`src/rtl/sort_pkg.sv`:
```
// sort_pkg: shared state encoding, default sizes and padding constant for
// the sort job controller and its output drain.
package sort_pkg;

  // Default engine geometry.
  localparam int unsigned DEF_NUMINPUTS = 16;
  localparam int unsigned DEF_WIDTH     = 16;

  // Padding word. All-ones pads sort to the top lanes, and only the real
  // word count is ever emitted, so genuine all-ones data still sorts right.
  localparam logic [DEF_WIDTH-1:0] PAD = '1;

  typedef enum logic [1:0] {
    IDLE,
    LOAD,
    SORT,
    DRAIN
  } state_e;

  // Width of a counter that must hold every value 0..n inclusive.
  function automatic int unsigned cnt_width(input int unsigned n);
    return $clog2(n + 1);
  endfunction

endpackage

```
`src/rtl/sort_job_controller_if.sv`:
```
// sort_job_controller_if: input and output valid/ready word streams of the
// sort service. The master side feeds words and accepts sorted results; the
// slave side is the controller.
interface sort_job_controller_if
  import sort_pkg::*;
#(
  parameter int unsigned WIDTH = DEF_WIDTH
);

  // Input stream (one job per in_last-terminated burst).
  logic             in_valid;
  logic             in_ready;
  logic [WIDTH-1:0] in_data;
  logic             in_last;

  // Output stream (sorted ascending, out_last on the final word).
  logic             out_valid;
  logic             out_ready;
  logic [WIDTH-1:0] out_data;
  logic             out_last;

  modport master (
    output in_valid, in_data, in_last, out_ready,
    input  in_ready, out_valid, out_data, out_last
  );

  modport slave (
    input  in_valid, in_data, in_last, out_ready,
    output in_ready, out_valid, out_data, out_last
  );

endinterface

```
`src/rtl/sort_out_drain.sv`:
```
// sort_out_drain: captures the engine's sorted vector and streams the first
// i_count words out ascending on a valid/ready port. The word under the read
// pointer is held for as long as the consumer stalls.
module sort_out_drain
  import sort_pkg::*;
#(
  parameter int unsigned NUMINPUTS = DEF_NUMINPUTS,
  parameter int unsigned WIDTH     = DEF_WIDTH
) (
  input  logic                                clk,
  input  logic                                reset,
  input  logic                                i_capture,
  input  logic                                i_draining,
  input  logic [cnt_width(NUMINPUTS)-1:0]     i_count,
  input  logic [NUMINPUTS*WIDTH-1:0]          i_eng_s,
  input  logic                                i_out_ready,
  output logic                                o_out_valid,
  output logic [WIDTH-1:0]                    o_out_data,
  output logic                                o_out_last,
  output logic                                o_done
);

  localparam int unsigned CNT_W = cnt_width(NUMINPUTS);
  localparam int unsigned IDX_W = (NUMINPUTS > 1) ? $clog2(NUMINPUTS) : 1;

  logic [WIDTH-1:0] r_buf [NUMINPUTS];
  logic [IDX_W-1:0] r_rd;
  logic             w_hs;
  logic             w_last;

  // Snapshot of the sorted lanes, taken once per job.
  // NOTE: r_buf has no reset. It is only observed while draining, and a
  // capture always fills it before draining starts, so clearing it would
  // only add reset fan-out to a wide register file.
  always_ff @(posedge clk) begin
    if (i_capture) begin
      for (int i = 0; i < NUMINPUTS; i++) begin
        r_buf[i] <= i_eng_s[i*WIDTH +: WIDTH];
      end
    end
  end

  // Read pointer: rewinds on capture and at job end, steps on each handshake.
  always_ff @(posedge clk or negedge reset) begin
    if (!reset) begin
      r_rd <= '0;
    end else if (i_capture || o_done) begin
      r_rd <= '0;
    end else if (w_hs) begin
      r_rd <= r_rd + IDX_W'(1);
    end
  end

  // Output stream view of the buffer; data is forced to zero when not draining.
  always_comb begin
    w_hs        = i_draining && i_out_ready;
    w_last      = i_draining && (CNT_W'(r_rd) == (i_count - CNT_W'(1)));
    o_out_valid = i_draining;
    o_out_data  = i_draining ? r_buf[r_rd] : '0;
    o_out_last  = w_last;
    o_done      = w_hs && w_last;
  end

endmodule

```
`src/rtl/sort_job_controller.sv`:
```
// sort_job_controller: streaming wrapper around a parallel sorting engine.
// Gathers up to NUMINPUTS words into the engine lanes, waits LATENCY edges,
// then streams the sorted words out ascending. One job in flight.
// Optional statistics outputs (job_count, short_jobs) are built when the
// macro SORT_JOB_STATS_EN is defined.
module sort_job_controller
  import sort_pkg::*;
#(
  parameter int unsigned NUMINPUTS = DEF_NUMINPUTS,
  parameter int unsigned WIDTH     = DEF_WIDTH,
  parameter int unsigned LATENCY   = 1
) (
  input  logic                       clk,
  input  logic                       reset,
  sort_job_controller_if.slave       s_if,
  output logic [NUMINPUTS*WIDTH-1:0] eng_x,
  input  logic [NUMINPUTS*WIDTH-1:0] eng_s,
  output logic                       busy
`ifdef SORT_JOB_STATS_EN
  ,
  output logic [15:0]                job_count,
  output logic [15:0]                short_jobs
`endif
);

  localparam int unsigned      CNT_W    = cnt_width(NUMINPUTS);
  localparam int unsigned      WAIT_W   = cnt_width(LATENCY);
  localparam logic [CNT_W-1:0] LAST_IDX = CNT_W'(NUMINPUTS - 1);
  localparam logic [CNT_W-1:0] FULL_CNT = CNT_W'(NUMINPUTS);
  localparam logic [WAIT_W-1:0] WAIT_END = WAIT_W'(LATENCY);
  localparam logic [WIDTH-1:0] LANE_PAD = {WIDTH{PAD[0]}};

  state_e            r_state;
  state_e            w_next_state;
  logic [CNT_W-1:0]  r_count;
  logic [WAIT_W-1:0] r_wait;
  logic [WIDTH-1:0]  r_lane [NUMINPUTS];

  logic w_in_ready;
  logic w_in_hs;
  logic w_close;
  logic w_capture;
  logic w_draining;
  logic w_drain_done;

  // Handshake qualifiers derived from the current state.
  always_comb begin
    w_in_ready = (r_state == IDLE) || (r_state == LOAD);
    w_in_hs    = s_if.in_valid && w_in_ready;
    // Job closes on in_last, or on the word that fills the last lane.
    w_close    = w_in_hs && (s_if.in_last || (r_count == LAST_IDX));
    w_capture  = (r_state == SORT) && (r_wait == WAIT_END);
    w_draining = (r_state == DRAIN);
  end

  assign s_if.in_ready = w_in_ready;
  assign busy          = (r_state != IDLE);

  // State register.
  // NOTE: sequential state uses non-blocking assignments so every flop
  // samples pre-edge values regardless of block evaluation order.
  always_ff @(posedge clk or negedge reset) begin
    if (!reset) begin
      r_state <= IDLE;
    end else begin
      r_state <= w_next_state;
    end
  end

  // Next-state logic for the load / sort / drain sequence.
  always_comb begin
    // NOTE: the default hold assignment comes first so no path through the
    // case leaves w_next_state unassigned, which would infer a latch.
    w_next_state = r_state;
    case (r_state)
      IDLE:    if (w_in_hs)      w_next_state = w_close ? SORT : LOAD;
      LOAD:    if (w_close)      w_next_state = SORT;
      SORT:    if (w_capture)    w_next_state = DRAIN;
      DRAIN:   if (w_drain_done) w_next_state = IDLE;
      default:                   w_next_state = IDLE;
    endcase
  end

  // Engine lanes and word count: load on input handshakes, re-pad at job end.
  always_ff @(posedge clk or negedge reset) begin
    if (!reset) begin
      for (int i = 0; i < NUMINPUTS; i++) begin
        r_lane[i] <= LANE_PAD;
      end
      r_count <= '0;
    end else begin
      case (r_state)
        IDLE: begin
          if (w_in_hs) begin
            r_lane[0] <= s_if.in_data;
            for (int i = 1; i < NUMINPUTS; i++) begin
              r_lane[i] <= LANE_PAD;
            end
            r_count <= CNT_W'(1);
          end
        end
        LOAD: begin
          if (w_in_hs) begin
            for (int i = 0; i < NUMINPUTS; i++) begin
              if (r_count == CNT_W'(i)) begin
                r_lane[i] <= s_if.in_data;
              end
            end
            r_count <= r_count + CNT_W'(1);
          end
        end
        DRAIN: begin
          if (w_drain_done) begin
            for (int i = 0; i < NUMINPUTS; i++) begin
              r_lane[i] <= LANE_PAD;
            end
            r_count <= '0;
          end
        end
        default: ;
      endcase
    end
  end

  // Engine wait counter: starts at 1 on the closing edge, runs to LATENCY.
  always_ff @(posedge clk or negedge reset) begin
    if (!reset) begin
      r_wait <= '0;
    end else if (w_close) begin
      r_wait <= WAIT_W'(1);
    end else if ((r_state == SORT) && !w_capture) begin
      r_wait <= r_wait + WAIT_W'(1);
    end
  end

  for (genvar g = 0; g < NUMINPUTS; g++) begin : g_pack
    assign eng_x[g*WIDTH +: WIDTH] = r_lane[g];
  end

  sort_out_drain #(
    .NUMINPUTS (NUMINPUTS),
    .WIDTH     (WIDTH)
  ) u_drain (
    .clk         (clk),
    .reset       (reset),
    .i_capture   (w_capture),
    .i_draining  (w_draining),
    .i_count     (r_count),
    .i_eng_s     (eng_s),
    .i_out_ready (s_if.out_ready),
    .o_out_valid (s_if.out_valid),
    .o_out_data  (s_if.out_data),
    .o_out_last  (s_if.out_last),
    .o_done      (w_drain_done)
  );

`ifdef SORT_JOB_STATS_EN
  logic [15:0] r_job_count;
  logic [15:0] r_short_jobs;

  // Completed-job statistics, stepped on the final output handshake.
  always_ff @(posedge clk or negedge reset) begin
    if (!reset) begin
      r_job_count  <= '0;
      r_short_jobs <= '0;
    end else if (w_drain_done) begin
      r_job_count <= r_job_count + 16'd1;
      if (r_count < FULL_CNT) begin
        r_short_jobs <= r_short_jobs + 16'd1;
      end
    end
  end

  assign job_count  = r_job_count;
  assign short_jobs = r_short_jobs;
`else
  // Full-job marker is only consumed by the statistics counters.
  logic w_unused_full;
  assign w_unused_full = (r_count == FULL_CNT);
`endif

endmodule
```
`src/flat_wrapper.sv`:
```
// flat-port wrapper written by rule: the top's interface ports become plain ports
module sort_job_controller_flat import sort_pkg::*;
#(
  parameter int unsigned NUMINPUTS = DEF_NUMINPUTS,
  parameter int unsigned WIDTH     = DEF_WIDTH,
  parameter int unsigned LATENCY   = 1
)
  (clk, reset, eng_x, eng_s, busy, s_if_in_valid, s_if_in_data, s_if_in_last, s_if_out_ready, s_if_in_ready, s_if_out_valid, s_if_out_data, s_if_out_last);
  sort_job_controller_if #(.WIDTH(WIDTH)) s_if_i ();
  input  logic clk;
  input  logic reset;
  output logic [NUMINPUTS*WIDTH-1:0] eng_x;
  input  logic [NUMINPUTS*WIDTH-1:0] eng_s;
  output logic busy;
  input wire logic [$bits(s_if_i.in_valid)-1:0] s_if_in_valid;
  input wire logic [$bits(s_if_i.in_data)-1:0] s_if_in_data;
  input wire logic [$bits(s_if_i.in_last)-1:0] s_if_in_last;
  input wire logic [$bits(s_if_i.out_ready)-1:0] s_if_out_ready;
  output wire logic [$bits(s_if_i.in_ready)-1:0] s_if_in_ready;
  output wire logic [$bits(s_if_i.out_valid)-1:0] s_if_out_valid;
  output wire logic [$bits(s_if_i.out_data)-1:0] s_if_out_data;
  output wire logic [$bits(s_if_i.out_last)-1:0] s_if_out_last;
  assign s_if_i.in_valid = s_if_in_valid;
  assign s_if_i.in_data = s_if_in_data;
  assign s_if_i.in_last = s_if_in_last;
  assign s_if_i.out_ready = s_if_out_ready;
  assign s_if_in_ready = s_if_i.in_ready;
  assign s_if_out_valid = s_if_i.out_valid;
  assign s_if_out_data = s_if_i.out_data;
  assign s_if_out_last = s_if_i.out_last;
  sort_job_controller #(.NUMINPUTS(NUMINPUTS), .WIDTH(WIDTH), .LATENCY(LATENCY)) u_core (.clk(clk), .reset(reset), .s_if(s_if_i), .eng_x(eng_x), .eng_s(eng_s), .busy(busy));
endmodule
```
`config.mk`:
```
export PLATFORM = sky130hd
export DESIGN_NAME = sort_job_controller_flat
export DESIGN_NICKNAME = d
export VERILOG_FILES = /design/src/rtl/sort_pkg.sv /design/src/rtl/sort_job_controller_if.sv /design/src/rtl/sort_out_drain.sv /design/src/rtl/sort_job_controller.sv /design/src/flat_wrapper.sv
export SDC_FILE = /design/constraint.sdc
export NUM_CORES = 1
export LEC_CHECK = 0
export ABC_AREA = 1
export BUFFER_PORTS_ARGS = -buffer_cell sky130_fd_sc_hd__buf_2
export CAP_MARGIN = 0
export CORE_AREA = 4 4 230 232
export CTS_CLUSTER_DIAMETER = 40
export CTS_CLUSTER_SIZE = 8
export DETAILED_ROUTE_END_ITERATION = 16
export DIE_AREA = 0 0 234 236
export PLACE_DENSITY = 0.66
export SLEW_MARGIN = 15
export SYNTH_ARGS = -nofsm -noshare
export SYNTH_HDL_FRONTEND = slang
export SYNTH_HIERARCHICAL = 1
export SYNTH_SLANG_ARGS = --single-unit
export TNS_END_PERCENT = 50
```
`constraint.sdc`:
```
create_clock -name clk -period 9.3 [get_ports clk]
set_input_delay 2.79 -clock clk [delete_from_list [all_inputs] [get_ports clk]]
set_output_delay 2.79 -clock clk [all_outputs]
set_load 0.05 [all_outputs]
```
---- After elaboration in Yosys (flattened, before gate mapping) ----
Memories as Yosys holds them, arrays and structs flattened.
Cells that the tools add are included.
cells by class
  reduce and logical (&&, ||, !) cells .... 35
  muxes and demuxes ....................... 37
  eq/ne operators ......................... 40
  $add $sub $neg .......................... 4
operators with widths
  operator               number
  $mux W256              3
  $pmux W256 S3          1
  $mux W16               17
  $reduce_and A5 Y1      16
  $eq A5 B4 Y1 const B   8
  $ne A2 B2 Y1 const B   17
  $eq A5 B3 Y1 const B   4
  $mux W5                3
  $pmux W5 S3            1
  $eq A5 B2 Y1 const B   2
  $mux W2                5
  $mux W4                2
  $ne A2 B1 Y1 const B   4
  $pmux W2 S4            1
  $reduce_and A4 Y1      2
  $logic_and A1 B1 Y1    7
  $reduce_bool A2 Y1     3
  $add A5 B1 Y5 const B  1
  $eq A4 B5 Y1           1
  $eq A5 B1 Y1 const B   1
  $logic_not A5 Y1       1
  $sub A5 B1 Y5 const B  1
  $add A4 B1 Y4 const B  1
  $eq A2 B2 Y1 const B   2
  7 further kinds        12
word-level totals
  memory bits (writable) .................. 256
  register bits ........................... 268
  bits of input ports ..................... 277
  logic and storage cells ................. 137
  output and inout bits ................... 276
  memories ................................ 1
memory list
  memory                words  width  read ports  clocked after memory_dff  write ports  line                  RTL
  u_core.u_drain.r_buf  16     16     1           0                         16           sort_out_drain.sv:26  logic [WIDTH-1:0] r_buf [NUMINPUTS];

---- Longest topological paths before layout ----
Gate-level depths: netlist (run 1).
  depth in word-level cells ............... 7
  depth in mapped cells ................... 18

---- Cells and area by module ----
The synthesis (run 1) kept the hierarchy.
modules (own cells, without submodules)
  module               instances  cells each  area each (um^2)
  sort_job_controller  1          1285        11546.1
  sort_out_drain       1          899         10694.0

---- Worst setup path after synthesis (run 1) ----
OpenSTA, ideal clock, no wires.
  path type ............................... reg2reg
  start ................................... reg u_core.r_state[0]
  end ..................................... reg u_core.u_drain.r_rd[3]
  data required time ...................... 9.175 ns
  stages on the path, launching flop included .. 10
  setup slack ............................. 2.328 ns
  data arrival time ....................... 6.848 ns
  cell sequence ........................... dfrtp_1 > inv_1 > ha_1 > nand2_1 > inv_1 > inv_1 > nand2_1 > nand4_1 > xor2_1 > nor2_1
between the ends
  elaborated cells on any way between the ends .. 9
  classes of those cells .................. eq/ne: 2; mux: 1; reduce/logical: 6
RTL lines
  item                                           line                       RTL
  from (decl)                                    sort_job_controller.sv:33  state_e r_state;
  from (signal assigned)                         sort_job_controller.sv:66  r_state <= w_next_state;
  $eq A2 B2 Y1 (*)                               sort_job_controller.sv:52  w_capture = (r_state == SORT) && (r_wait == WAIT_END);
  $logic_and A1 B1 Y1 (*)                        sort_job_controller.sv:52
  via u_core.w_capture                           sort_job_controller.sv:42  logic w_capture;
  $logic_or A1 B1 Y1 (*)                         sort_out_drain.sv:47       end else if (i_capture || o_done) begin
  $mux W4 or $reduce_bool A2 Y1 (tied branches)  -
  to (signal assigned)                           sort_out_drain.sv:50       r_rd <= r_rd + IDX_W'(1);
  to (decl)                                      sort_out_drain.sv:27       logic [IDX_W-1:0] r_rd;
The timed path passes the listed nets; every way through them passes the cells marked *.
A chain may end at the register's enable or synchronous reset.

---- Final worst setup path (run 1) ----
  start ................................... reg u_core.u_drain.r_rd[0]
  end ..................................... out s_if_out_data[5]
between the ends
  word-level cells in the longest chain between the ends .. 2
ends and longest elaborated chain
  item             line                  RTL
  $mem_v2 Z16 W16  -
  $mux W16         sort_out_drain.sv:59  o_out_data = i_draining ? r_buf[r_rd] : '0;
  to (decl)        flat_wrapper.sv:21    output wire logic [$bits(s_if_i.out_data)-1:0] s_if_out_data;
No other way between the ends.

==> metrics.txt, run 1 <==
status finished, final reports clean; slew at the pin with the worst max-slew slack 1212 ps; H-tree lvl count 3; min-delay worst type reg -> reg; unrepaired setup endpoints after global routing no; number of setup buffers added after CTS 0; flop2flop setup slack ~4400 ps; synth unique cells 30; number of vias per cell after detailed routing ~5.2; slew margin rel. 0.1919; Worst Setup Slack, final approximately 2900 ps; latest clock arrival within the worst-skew pair 620 ps; quantity of I/O buffers inserted on ports 552; placer congestion estimate 0.9053; initial antenna violation count 27; Residual DRC 0; startpoint of the most critical register-to-register path u_core/u_drain/r_rd[3]; Routed WL 71210 microns; aggregate global routing overflow 0; cell count of the worst hold path 2; reg2reg end u_core/eng_x[102]; number of pins with negative max-slew slack in the final report 0; number of sinks handled by clock tree synthesis around 520; row cnt 83; crit path time final 6358 ps; core area 0.05099 sq mm; total negative slack for setup checks 0 ps; number of DRC markers after the initial detailed-route iteration 1983; number of instances in the synthesized netlist approximately 2200; Synth Area per Inst 10.18 sq um; count of yosys warnings during synthesis 6; Cell Area, Synth ~0.022 sq mm; peak per-stage delay on the critical path just over 1000 ps; combined area of the multi-input logic cells 0.006337 sq mm; die extent in y 236 microns; data arrival time of the critical path 3570 ps; hold-fix buffers at CTS 0; kind of start point of the critical path flop; Worst R2R Path Depth 14; Placement Setup Slack 3550 ps; fillers 4479; CTS tree done; vias in the first global route 17290; wire per inst 20.66 microns; sum of net half-perimeters after detailed placement 49280 microns; cell chosen for the clock root sky130_fd_sc_hd__clkbuf_16; final setup skew 17.58 ps; number of violations of the max-capacitance limit 0; cell breakdown of the critical path buf_4, nor2_1, nor2_1, o21ai_0, nand3_1, nand3_1, a21oi_1, buf_2; capture endpoint of the worst hold path u_core/eng_x[69]; sort of element at the end of the critical path output port; clock-pin transition on the worst setup and hold timing paths 50 ps; count of endpoints failing hold in the final timing report 0; hold wc startpoint u_core/eng_x[69]; TritonCTS Buffers 86; Slowest-stage cell, CP sky130_fd_sc_hd__dfrtp_4; post-synth net total 2472; first-pass iteration count of the detailed router 5; share of layout cells above drive strength 1 0.3535; number of gates given a new drive strength after cts 0; number of flip-flops and latches in the synthesized netlist approximately 520; pin count of the biggest net entering global routing 168; setup violation total in the final timing report 0; NumNets Final 2989; buffer levels on the longest clock path 3; portion of the clock cycle consumed by the worst path in the final layout 0.6837; width of the chip roughly 230 microns; all-layer global routing usage 0.2508; startpoint-to-endpoint class of the critical path reg -> out; IO Pins 553; FF+latch area around 0.015 sq mm; Initial Utilization 0.4362; Layout area overhead 24.82%; first-pass GRT wire length 105800 microns; Critical Path RT 6510 ps; biggest fanout along the worst timing path just over 90; Post-DRT Antenna Nets 0; maximum clock rate 157.3 MHz; vias 17870; area enclosed by the die boundary 0.05522 sq mm; sequential share of the synthesized area 0.6616
==> logic make-up after synthesis <==
| kind of cell | Yosys count | share of synthesized area |
|---|---|---|
| AO/OA/AOI/OAI | 169 | 0.04270 |
| flip-flops | 524 | 0.6616 |
| XOR/XNOR | 4 | 0.001576 |
| AND/OR/NAND/NOR | 1260 | 0.2340 |
| buffers and inverters | 216 | 0.05390 |
| adder cells (fa/ha/maj) | 11 | 0.006188 |
==> how the worst max path moves through the flow <==
stage                             end  cells past startpoint                   start  slack (ps)
4_1_cts              s_if_out_data[5]                      8  u_core/u_drain/r_rd[0]        2870
3_5_place_dp         s_if_out_data[5]                      8  u_core/u_drain/r_rd[0]        3550
3_3_place_gp         s_if_out_data[5]                      8  u_core/u_drain/r_rd[0]        3490
5_1_grt              s_if_out_data[5]                      8  u_core/u_drain/r_rd[0]        2680
2_1_floorplan  u_core/u_drain/r_rd[3]                      9       u_core/r_state[0]        2330
6_report             s_if_out_data[5]                      8  u_core/u_drain/r_rd[0]        2940
==> worst max-delay path, delay by kind of cell (launching register included) <==
family,cells,cell delay [ps]
compound gates,2,350
flops,1,1020
simple gates,4,550
buf+inv,2,1020
==> metal layers <==
layer | GRT usage | vias up | routed length (microns)
met3 | 0.06836 | 163 | 6511
met1 | 0.3157 | 8513 | 27200
li1 | - | 8323 | -
met4 | 0.1069 | 22 | 2733
met2 | 0.4077 | 851 | 34620
met5 | 0 | - | 148
==> cell type report <==
class | instances | share of cell area
Antenna cell | 17 | 0.001532
Clock buffer | 110 | 0.08334
Clock inverter | 27 | 0.009059
Inverter | 74 | 0.01028
Multi-Input combinational cell | 1444 | 0.2283
Sequential cell | 524 | 0.5302
Tap cell | 680 | 0.03065
Timing Repair Buffer | 571 | 0.1066
==> stage by stage <==
| step | hold WS [ps] | std cells | cell area [sq um] | utilization |
|---|---|---|---|---|
| 5_1_grt | 461.9 | 3444 | 27750 | 0.5443 |
| 2_1_floorplan | 463.4 | 2184 | 22240 | - |
| 3_3_place_gp | 449.1 | 3292 | 25130 | 0.4927 |
| 3_5_place_dp | 450.7 | 3292 | 25130 | 0.4927 |
| 6_report | 457.3 | 3447 | 27760 | 0.5444 |
| 4_1_cts | 458.1 | 3429 | 27690 | 0.5431 |
==> sequential cells by signal, summed over array words and instances, names as in the netlist <==
| register | flops |
|---|---|
| u_core/eng_x | 256 |
| u_core/r_count | 5 |
| u_core/r_state | 2 |
| u_core/r_wait | 1 |
| u_core/u_drain/r_buf | 256 |
| u_core/u_drain/r_rd | 4 |
==> synth_stat cells, drive strengths merged <==
cell type  number  share of area
a21oi          22         0.0050
buf           116          0.037
clkbuf         26         0.0047
clkinv          2        0.00034
dfrtp          12          0.014
dfstp         256           0.30
edfxtp        256           0.35
ha             11         0.0062
inv            72          0.012
nand2         654           0.11
nand2b          1        0.00028
nand3         336          0.076
nand3b          2        0.00067
nand4           6         0.0017
nor2          259          0.044
o211ai         24         0.0081
o21a            1        0.00034
o21ai         122          0.029
or2             2        0.00056
xnor2           1        0.00039
xor2            3         0.0012
==> cell usage in the layout, fill, tap and decap left out, types with 11 or more instances in the layout <==
cell / instances
sky130_fd_sc_hd__edfxtp_1: 256
sky130_fd_sc_hd__o21ai_2: 11
sky130_fd_sc_hd__clkbuf_1: 18
sky130_fd_sc_hd__a21oi_1: 22
sky130_fd_sc_hd__clkbuf_16: 87
sky130_fd_sc_hd__o21ai_0: 85
sky130_fd_sc_hd__dfstp_2: 256
sky130_fd_sc_hd__nand2_1: 644
sky130_fd_sc_hd__nand3_1: 336
sky130_fd_sc_hd__o21ai_1: 26
sky130_fd_sc_hd__buf_4: 16
sky130_fd_sc_hd__nor2_1: 258
sky130_fd_sc_hd__inv_1: 68
sky130_fd_sc_hd__buf_2: 551
sky130_fd_sc_hd__diode_2: 17
sky130_fd_sc_hd__o211ai_1: 24
Power of run 1 is left out: the tool's default activity adds up to more than one toggle a clock period on the data nets, which glitch-free logic cannot reach.
==> run 2, diff against run 1 <==
==> constraint.sdc (replaced) <==
create_clock -name clk -period 6.5 [get_ports clk]
set_input_delay 1.95 -clock clk [delete_from_list [all_inputs] [get_ports clk]]
set_output_delay 1.95 -clock clk [all_outputs]
set_load 0.05 [all_outputs]
==> metrics.txt, run 2 (synthesis results as in run 1) <==
pin count of the biggest net entering global routing 146 (-13%); critical path's top delay family flip-flops; cell area after placement 0.02516 sq mm (+0.15%); data arrival time of the critical path 3480 ps (-90 ps); final setup skew 24.90 ps (+7.325 ps); min-delay worst type reg -> reg; status finished, final reports clean; vias in the first global route 17670 (+2.2%); combined area of the multi-input logic cells 0.006337 sq mm (unchanged); Layout area overhead 25.15%; H-tree lvl count 3 (unchanged); Post-DRT Antenna Nets 0 (unchanged); number of vias per cell after detailed routing 5.243 (+1.1%); number of sinks handled by clock tree synthesis 524 (unchanged); commonest cells after routing, fill and taps aside 644 x sky130_fd_sc_hd__nand2_1, 551 x sky130_fd_sc_hd__buf_2, 336 x sky130_fd_sc_hd__nand3_1; startpoint of the most critical register-to-register path u_core/u_drain/r_rd[3]; cell chosen for the clock root sky130_fd_sc_hd__clkbuf_16; core area 0.05099 sq mm (unchanged); total negative slack for setup checks 0 ps (unchanged); all-layer global routing usage 0.2518 (+0.001038); peak per-stage delay on the critical path 1080 ps (+60 ps); number of DRC markers after the initial detailed-route iteration 1941 (-2.1%); Slowest-stage cell, CP sky130_fd_sc_hd__dfrtp_4; Residual DRC 0 (unchanged); reg2reg end u_core/eng_x[100]; TritonCTS Buffers 85 (-1.2%); Initial Utilization 0.4362 (unchanged); Final Cell Area 0.02783 sq mm (+0.27%); cell count of the worst hold path 2 (unchanged); die extent in y 236 microns (unchanged); portion of the clock cycle consumed by the worst path in the final layout 0.8351; buffer levels on the longest clock path 3 (unchanged); first-pass GRT wire length 106200 microns (+0.37%); number of gates given a new drive strength after cts 0 (unchanged); NumNets Final 2991 (+0.067%); cell mode on critical path sky130_fd_sc_hd__nand3_1; number of pins with negative max-slew slack in the final report 0 (unchanged); crit path time final 5428 ps; clock-pin transition on the worst setup and hold timing paths 50 ps (about the same); slew margin rel. 0.2492 (+0.05729); row cnt 83 (unchanged); flop2flop setup slack 1840 ps (-2530 ps); FF+latch area 0.01472 sq mm (unchanged); final standard cell utilization of the core 0.5459 (+0.001448); Worst R2R Path Depth 14 (unchanged); number of violations of the max-capacitance limit 0 (unchanged); most common library cell in the layout ignoring fill and taps sky130_fd_sc_hd__nand2_1; setup violation total in the final timing report 0 (unchanged); slew at the pin with the worst max-slew slack 1124 ps (-88.66 ps); maximum clock rate approximately 180 MHz; startpoint-to-endpoint class of the critical path reg -> out; Critical Path RT 4550 ps (-1960 ps); first-pass iteration count of the detailed router 5 (unchanged); wire per inst 20.81 microns (+0.73%); biggest fanout along the worst timing path 95 (+2.2%); IO Pins 553 (unchanged); capture endpoint of the worst hold path u_core/eng_x[64]; quantity of I/O buffers inserted on ports 552 (unchanged); area enclosed by the die boundary 0.05522 sq mm (unchanged); Routed WL 71580 microns (+0.52%); placer congestion estimate 0.8905 (-1.6%); sum of net half-perimeters after detailed placement 49460 microns (+0.38%); hold-fix buffers at CTS 0 (unchanged); fillers 4535 (+1.3%); width of the chip 234 microns (unchanged); Crit path buffers/inverters 3 (+1); count of endpoints failing hold in the final timing report 0 (unchanged); number of setup buffers added after CTS 0 (unchanged); cell breakdown of the critical path inv_2, buf_12, o21ai_0, nand3_1, nand3_1, a21oi_1, buf_2; sort of element at the end of the critical path output port; hold wc startpoint u_core/eng_x[64]; unrepaired setup endpoints after global routing no; aggregate global routing overflow 0 (unchanged); kind of start point of the critical path flop; CTS tree done; vias 18040 (+0.92%); share of layout cells above drive strength 1 0.3553 (+0.001842); latest clock arrival within the worst-skew pair 600 ps (-20 ps); initial antenna violation count 14 (-48%)
## run 2: cell count changes in the layout (fill, tap and decap cells not counted), moves of 2 or more
cell / before / now
sky130_fd_sc_hd__buf_4: 16 / 19
sky130_fd_sc_hd__bufinv_16: 2 / 4
sky130_fd_sc_hd__clkbuf_1: 18 / 15
sky130_fd_sc_hd__clkbuf_8: 5 / 7
sky130_fd_sc_hd__clkinv_1: 7 / 3
sky130_fd_sc_hd__clkinv_2: 10 / 8
sky130_fd_sc_hd__diode_2: 17 / 13
sky130_fd_sc_hd__inv_6: 3 / 1
## run 2: worst register-to-register path: stages (launching register included)
cell and delay, ps:
sky130_fd_sc_hd__dfrtp_1 900, sky130_fd_sc_hd__clkinv_1 810, sky130_fd_sc_hd__nand2_1 280, sky130_fd_sc_hd__nand3_1 100
sky130_fd_sc_hd__nand2_1 100, sky130_fd_sc_hd__nand4_1 160, sky130_fd_sc_hd__inv_1 90, sky130_fd_sc_hd__inv_1 40
sky130_fd_sc_hd__nand2_1 80, sky130_fd_sc_hd__nand3_1 120, sky130_fd_sc_hd__nor2_4 650, sky130_fd_sc_hd__buf_4 480
sky130_fd_sc_hd__nand2_1 470, sky130_fd_sc_hd__nand2_1 220, sky130_fd_sc_hd__nand2_1 80
## run 2: cell type report
class / count / share of cell area
sequential: 524 / 0.5288
multi-input combinational: 1444 / 0.2277
timing repair buffer: 574 / 0.1069
clock buffer: 110 / 0.08460
tap: 680 / 0.03057
clock inverter: 21 / 0.01016
inverter: 74 / 0.01011
antenna: 13 / 0.001169
## run 2: per-stage QoR
stage | cells | hold slack [ps] | worst slack, ps
6_report | 3440 | 458.7 | 1072
5_1_grt | 3437 | 467.0 | 788.1
4_1_cts | 3427 | 459.6 | 979.8
3_5_place_dp | 3296 | 451.6 | 1630
3_3_place_gp | 3296 | 449.3 | 1692
2_1_floorplan | 2184 | 463.4 | 1525
## run 2: worst max path at each step
stage	depth (start not counted)	endpoint	startpoint	slack (ps)
2_1_floorplan	9	u_core/u_drain/r_rd[3]	u_core/r_state[0]	1530
3_3_place_gp	7	s_if_out_data[1]	u_core/u_drain/r_rd[0]	1690
3_5_place_dp	7	s_if_out_data[1]	u_core/u_drain/r_rd[0]	1630
4_1_cts	7	s_if_out_data[1]	u_core/u_drain/r_rd[0]	980
5_1_grt	7	s_if_out_data[0]	u_core/u_drain/r_rd[0]	790
6_report	7	s_if_out_data[0]	u_core/u_drain/r_rd[0]	1070
## run 2: routing by layer
metal | share of wire | wire (microns) | vias up | GRT usage
li1 | - | - | 8316 | -
met1 | 0.40 | 28300 | 8727 | 0.3313
met2 | 0.48 | 34570 | 837 | 0.4036
met3 | 0.083 | 5974 | 154 | 0.05133
met4 | 0.038 | 2726 | 2 | 0.1131
met5 | 0.00018 | 13 | - | 0
Power of run 2 is left out for the same reason.
